**src/rtl/fetch_align_if.sv**
```systemverilog
// Signal bundle between fetch_align, the instruction memory, the redirect source and the decoder.
// master: the fetch stage side; slave: the environment side (memory, branch unit, decoder).
interface fetch_align_if #(
  parameter int ADDR_WIDTH = 11,
  parameter int DATA_WIDTH = 32
);
  logic [ADDR_WIDTH-1:0] imem_addr;
  logic [DATA_WIDTH-1:0] imem_dout;
  logic                  redirect_valid;
  logic [31:0]           redirect_pc;
  logic                  instr_valid;
  logic                  instr_ready;
  logic [31:0]           instr;
  logic [31:0]           instr_pc;
  logic                  instr_is_c;

  modport master (
    output imem_addr,
    input  imem_dout,
    input  redirect_valid,
    input  redirect_pc,
    output instr_valid,
    input  instr_ready,
    output instr,
    output instr_pc,
    output instr_is_c
  );

  modport slave (
    input  imem_addr,
    output imem_dout,
    output redirect_valid,
    output redirect_pc,
    input  instr_valid,
    output instr_ready,
    input  instr,
    input  instr_pc,
    input  instr_is_c
  );
endinterface

```
**src/rtl/fetch_align.sv**
```systemverilog
// Instruction fetch/realign stage: halfword buffer over a 1-cycle-latency word memory.
// Macro FETCH_RVC_EN enables 16-bit compressed instructions; undefined = 32-bit only.
module fetch_align #(
  parameter int          ADDR_WIDTH = 11,
  parameter int          DATA_WIDTH = 32,
  parameter logic [31:0] RESET_PC   = 32'h0000_0000
) (
  input  logic          clk,
  input  logic          reset,
  fetch_align_if.master bus
);

`ifdef FETCH_RVC_EN
  localparam int   HBN      = 3;
  localparam logic RST_DROP = RESET_PC[1];
`else
  localparam int   HBN      = 2;
  localparam logic RST_DROP = 1'b0;
`endif
  localparam int VN = HBN + 2;

  logic [ADDR_WIDTH-1:0] fptr_reg, fptr_next;
  logic [15:0]           hb_reg  [HBN];
  logic [15:0]           hb_next [HBN];
  logic [1:0]            hcnt_reg, hcnt_next;
  logic                  rsp_pend_reg, rsp_pend_next;
  logic                  drop_lo_reg, drop_lo_next;
  logic [31:0]           pc_reg, pc_next;

  logic [DATA_WIDTH-1:0] word;
  logic [15:0]           arr  [2];
  logic [15:0]           view [VN];
  logic [2:0]            arr_n, vcnt, cnt_after;
  logic [1:0]            n_cons;
  logic                  head_is_c, head_valid, fire, issue, rd_drop_lo;
  logic [31:0]           rd_pc;

  assign bus.imem_addr = fptr_reg;
  assign word          = bus.imem_dout;

  // The arriving response is treated as already appended behind the buffered halfwords,
  // so a word can be emitted in the cycle it returns from memory.
  assign arr[0] = drop_lo_reg ? word[31:16] : word[15:0];
  assign arr[1] = word[31:16];
  assign arr_n  = !rsp_pend_reg ? 3'd0 : (drop_lo_reg ? 3'd1 : 3'd2);
  assign vcnt   = {1'b0, hcnt_reg} + arr_n;

  generate
    for (genvar gi = 0; gi < VN; gi++) begin : g_view
      if (gi < HBN) begin : g_live
        assign view[gi] = (hcnt_reg >  2'(gi)) ? hb_reg[gi] :
                          (hcnt_reg == 2'(gi)) ? arr[0] : arr[1];
      end else begin : g_pad
        assign view[gi] = 16'h0;
      end
    end
  endgenerate

`ifdef FETCH_RVC_EN
  assign head_is_c  = (view[0][1:0] != 2'b11);
  assign rd_drop_lo = bus.redirect_pc[1];
  assign rd_pc      = bus.redirect_pc & ~32'd1;
`else
  assign head_is_c  = 1'b0;
  assign rd_drop_lo = 1'b0;
  assign rd_pc      = bus.redirect_pc & ~32'd3;
`endif

  assign head_valid = head_is_c ? (vcnt >= 3'd1) : (vcnt >= 3'd2);
  assign fire       = head_valid & bus.instr_ready & ~bus.redirect_valid;
  assign n_cons     = !fire ? 2'd0 : (head_is_c ? 2'd1 : 2'd2);
  assign cnt_after  = vcnt - {1'b0, n_cons};
  // Fetching only when at most one halfword remains keeps the buffer within three entries.
  assign issue      = ~bus.redirect_valid & (cnt_after <= 3'd1);

  generate
    for (genvar gi = 0; gi < HBN; gi++) begin : g_shift
      assign hb_next[gi] = (n_cons == 2'd0) ? view[gi] :
                           (n_cons == 2'd1) ? view[gi+1] : view[gi+2];
    end
  endgenerate

  always_comb begin
    hcnt_next     = cnt_after[1:0];
    rsp_pend_next = issue;
    fptr_next     = issue ? fptr_reg + ADDR_WIDTH'(1) : fptr_reg;
    drop_lo_next  = drop_lo_reg & ~rsp_pend_reg;
    pc_next       = pc_reg + {29'd0, n_cons, 1'b0};
    if (bus.redirect_valid) begin
      hcnt_next     = 2'd0;
      rsp_pend_next = 1'b0;
      fptr_next     = bus.redirect_pc[ADDR_WIDTH+1:2];
      drop_lo_next  = rd_drop_lo;
      pc_next       = rd_pc;
    end
  end

  always_comb begin
    bus.instr_valid = head_valid;
    bus.instr_is_c  = head_valid & head_is_c;
    bus.instr_pc    = pc_reg;
    bus.instr       = 32'h0;
    if (head_valid) begin
      bus.instr = head_is_c ? {16'h0, view[0]} : {view[1], view[0]};
    end
  end

  always_ff @(posedge clk) begin
    if (reset) begin
      fptr_reg     <= RESET_PC[ADDR_WIDTH+1:2];
      hcnt_reg     <= 2'd0;
      rsp_pend_reg <= 1'b0;
      drop_lo_reg  <= RST_DROP;
      pc_reg       <= RESET_PC;
      for (int i = 0; i < HBN; i++) hb_reg[i] <= 16'h0;
    end else begin
      fptr_reg     <= fptr_next;
      hcnt_reg     <= hcnt_next;
      rsp_pend_reg <= rsp_pend_next;
      drop_lo_reg  <= drop_lo_next;
      pc_reg       <= pc_next;
      for (int i = 0; i < HBN; i++) hb_reg[i] <= hb_next[i];
    end
  end

endmodule
```
**src/flat_wrapper.sv**
```systemverilog
// flat-port wrapper written by rule: the top's interface ports become plain ports
module fetch_align_flat 
#(
  parameter int          ADDR_WIDTH = 11,
  parameter int          DATA_WIDTH = 32,
  parameter logic [31:0] RESET_PC   = 32'h0000_0000
)
  (clk, reset, bus_imem_addr, bus_imem_dout, bus_redirect_valid, bus_redirect_pc, bus_instr_valid, bus_instr_ready, bus_instr, bus_instr_pc, bus_instr_is_c);
  fetch_align_if #(.ADDR_WIDTH(ADDR_WIDTH), .DATA_WIDTH(DATA_WIDTH)) bus_i ();
  input  logic clk;
  input  logic reset;
  output wire logic [$bits(bus_i.imem_addr)-1:0] bus_imem_addr;
  input wire logic [$bits(bus_i.imem_dout)-1:0] bus_imem_dout;
  input wire logic [$bits(bus_i.redirect_valid)-1:0] bus_redirect_valid;
  input wire logic [$bits(bus_i.redirect_pc)-1:0] bus_redirect_pc;
  output wire logic [$bits(bus_i.instr_valid)-1:0] bus_instr_valid;
  input wire logic [$bits(bus_i.instr_ready)-1:0] bus_instr_ready;
  output wire logic [$bits(bus_i.instr)-1:0] bus_instr;
  output wire logic [$bits(bus_i.instr_pc)-1:0] bus_instr_pc;
  output wire logic [$bits(bus_i.instr_is_c)-1:0] bus_instr_is_c;
  assign bus_imem_addr = bus_i.imem_addr;
  assign bus_i.imem_dout = bus_imem_dout;
  assign bus_i.redirect_valid = bus_redirect_valid;
  assign bus_i.redirect_pc = bus_redirect_pc;
  assign bus_instr_valid = bus_i.instr_valid;
  assign bus_i.instr_ready = bus_instr_ready;
  assign bus_instr = bus_i.instr;
  assign bus_instr_pc = bus_i.instr_pc;
  assign bus_instr_is_c = bus_i.instr_is_c;
  fetch_align #(.ADDR_WIDTH(ADDR_WIDTH), .DATA_WIDTH(DATA_WIDTH), .RESET_PC(RESET_PC)) u_core (.clk(clk), .reset(reset), .bus(bus_i));
endmodule
```
**config.mk**
```make
export PLATFORM = sky130hd
export DESIGN_NAME = fetch_align_flat
export DESIGN_NICKNAME = d
export VERILOG_FILES = /design/src/rtl/fetch_align_if.sv /design/src/rtl/fetch_align.sv /design/src/flat_wrapper.sv
export SDC_FILE = /design/constraint.sdc
export NUM_CORES = 1
export LEC_CHECK = 0
export BUFFER_PORTS_ARGS = -buffer_cell sky130_fd_sc_hd__buf_2
export CAP_MARGIN = 15
export CORE_UTILIZATION = 52
export CTS_BUF_LIST = sky130_fd_sc_hd__clkbuf_4
export DETAILED_ROUTE_END_ITERATION = 8
export PLACE_DENSITY = 0.83
export SETUP_SLACK_MARGIN = 0.05
export SYNTH_ARGS = -nofsm -noshare
export SYNTH_HDL_FRONTEND = slang
export SYNTH_SLANG_ARGS = --single-unit
export TNS_END_PERCENT = 1
```
**constraint.sdc**
```tcl
create_clock -name clk -period 5.4 [get_ports clk]
set_clock_uncertainty 0.1 [all_clocks]
set_input_delay 0.27 -clock clk [delete_from_list [all_inputs] [get_ports clk]]
set_output_delay 0.27 -clock clk [all_outputs]
set_load 0.005 [all_outputs]
```
==> qor.txt <==
Synth area leaders: dfxtp_1 (37%), nor2_1 (8.3%), mux2i_1 (8.2%)
crit path kind: register to register
first drt pass iteration count: 5
hold slack final: 0.0319 ns
Slew @ Worst Pin: 0.682 ns
clk_lat worst skew: 0.40 ns
EDFF count, synth: 0
Post-DP HPWL: 7.55 mm
status: finished, final reports clean
Clock Tree Root: clkbuf_4
Hold Fails Final Rpt: 0
Max Cap Violations: 0
worst hold path type: input port to register
Cell Int Power: 0.966 mW
combinational share of power: 0.194
hold path startpoint: bus_redirect_pc[18]
CTS Sinks: 77
crit-path leading delay family: simple AND/OR/NAND/NOR gates
Mapped Avg Cell Area: 8.39 um2
synthesized cell area: 4140 um2
Worst EP required: 5.57 ns
H-tree depth: 3
register area: 1540 um2
Seq pwr share: 0.488
dpl cell area: 4880 um2
share of layout cells above drive strength 1: 0.299
clock power share: 0.318
Leak: 2.18 nW
initial core utilization: 0.535
Post-Synthesis Cells: 493
relative slew slack: 0.541
CP endpoint kind: register
core area: 7730 um2
fin crit share: 0.679
worst r2r src: u_core.drop_lo_reg
first-pass GRT wire length: 16.9 mm
Antenna diodes: 0
Peak Freq: 273 MHz
Synth area leader: dfxtp_1
max reg flops: 32
maximum clock path buffer count: 2
min cycle time layout: 3.67 ns
Yosys cell types: 50
GRT Total Usage: 0.250
Slew Limit Fails: 0
Placer Congestion: 0.850
commonest non-fill, non-tap cells in the layout: buf_2 (139), nor2_1 (91), dfxtp_1 (77)
setup violators final: 0
Multi-input gate area: 2420 um2
total negative slack: 0 ns
max incr delay on CP: 0.58 ns
final instance area: 5060 um2
gr ovfl total: 0
RSZ-0062 raised after global routing: false
Ys Warns: 0
# fillers: 669
vias in the first global route: 3627
CTS tree: done
Power per Cell Area: 263 nW/um2
DRC: 0
fin util: 0.655
crit-path max FO: 19
CTS buffer count: 9
register area share after synthesis: 0.373
# IOs: 145
Post-synth top flop: dfxtp_1
largest net degree at the start of global routing: 62
crit start category: register
Nets: 692
worst path cell trace: buf_4 > nor2b_1 > fa_1 > nor2_2 > inv_1 > and2_1 > ha_1 > nand4_4 > or4_1 > or3_1 > a2111oi_1
P&R area growth vs syn: 22.3%
pre-CTS setup slack: 1.77 ns
antenna violations before repair: 0
CP Data Arrival Time: 3.84 ns
sw frac: 0.273
Crit. Startpoint: u_core.drop_lo_reg
Die Wd: 91.2 um
CTS clk-pin slew, worst paths: 0.11 ns
async set or reset register ratio after synthesis: 0
CP max-delay cell: or4_1
vias after detailed routing: 4042
setup bufs post-CTS: 0
Synth top area share: 0.373
Crit path buffers/inverters: 2
wire length per cell: 14.3 um
die footprint: 8320 um2
VDD IR-drop max: 0.135 mV
1st-iter DRT viols: 183
most common cell after layout, fill and taps aside: buf_2
Total Wirelength: 10.3 mm
antenna viol nets, final: 0
number of synthesized register bits: 77
DIE HEIGHT: 91.2 um
Port Buf Inserts: 139
via/cell ratio: 5.58
P_sw: 0.363 mW
Rows: 32
final worst slack: 1.73 ns
[cells in the mapped netlist, types with 2 or more instances]
cell type	instances
nor2_1	92
dfxtp_1	77
mux2i_1	34
nand2_1	28
clkbuf_1	26
o21ai_0	24
mux2_2	16
nand3_1	14
xnor2_1	14
nand4_1	12
nor4_1	11
a211oi_1	10
inv_1	10
a21boi_0	9
a311oi_1	9
nor3_1	9
and3_1	8
nor2b_1	8
or4_1	6
xor2_1	6
a21oi_1	5
and2_1	5
and4_1	5
o21a_1	5
o31ai_1	5
a31oi_1	4
ha_1	4
or3_1	4
a2111oi_0	3
a31o_2	3
buf_1	3
buf_4	3
a311o_1	2
o2111a_1	2
or2_2	2
[cell families (layout without fill, tap and decap cells)]
logic type               Yosys count  after routing  share of synthesized area
AO/OA/AOI/OAI                     85             85                      0.144
XOR/XNOR                          20             20                     0.0423
adder cells (fa/ha/maj)            5              5                     0.0169
buffers and inverters             45            173                     0.0457
flip-flops                        77             77                      0.373
multiplexers                      50             50                      0.126
other                              1              3                   0.000906
AND/OR/NAND/NOR                  210            210                      0.252
[area by class of cell]
type / count / share of cell area
multi-input cells: 373 / 0.478
flip-flops and latches: 77 / 0.305
repair buffers: 147 / 0.150
well taps: 102 / 0.0252
clock inverters: 5 / 0.0198
clock buffers: 10 / 0.0148
inverters: 11 / 0.00816
[worst register-to-register path: cells and delay by family (launching register included)]
family,cells,cell delay (ns)
AND/OR/NAND/NOR,6,1.44
buffers and inverters,2,0.43
flip-flops,1,0.34
AO/OA/AOI/OAI,1,0.38
adder cells (fa/ha/maj),2,0.86
[worst paths after layout]
check | endpoint | slack (ns) | depth (start not counted)
max | u_core.bus.instr_pc[24] | 1.73 | 11
min | u_core.bus.instr_pc[18] | 0.03 | 3
max reg2reg | u_core.bus.instr_pc[24] | 1.73 | 11
min reg2reg | u_core.drop_lo_reg | 0.36 | 1
[per-layer routing]
layer,GRT usage,up-vias,share of wire
met2,0.422,152,0.48
met3,0.0402,17,0.053
li1,-,2026,-
met4,0.102,0,0.017
met5,0,-,0
met1,0.318,1847,0.45
[power by group through the flow]
| stage | Sequential (mW) | Combinational [mW] | Clock, mW |
|---|---|---|---|
| finish | 0.649 | 0.258 | 0.423 |
| global placement | 0.659 | 0.249 | 0 |
| detailed placement | 0.661 | 0.257 | 0 |
| global route | 0.656 | 0.288 | 0.458 |
| floorplan | 0.656 | 0.151 | 0 |
| CTS | 0.648 | 0.259 | 0.434 |
[per-stage QoR]
stage	cells	total power, mW
2_1_floorplan	495	0.807
3_3_place_gp	709	0.908
3_5_place_dp	709	0.919
4_1_cts	724	1.34
5_1_grt	725	1.40
6_report	725	1.33
[what timing repair did]
action,4_1_cts,5_1_grt
gates resized for setup,0,0
endpoints found under the setup margin,0,0
hold buffers,0,1
hold endpoints to repair,0,1
Note: power is estimated with default switching activity, not from simulation.
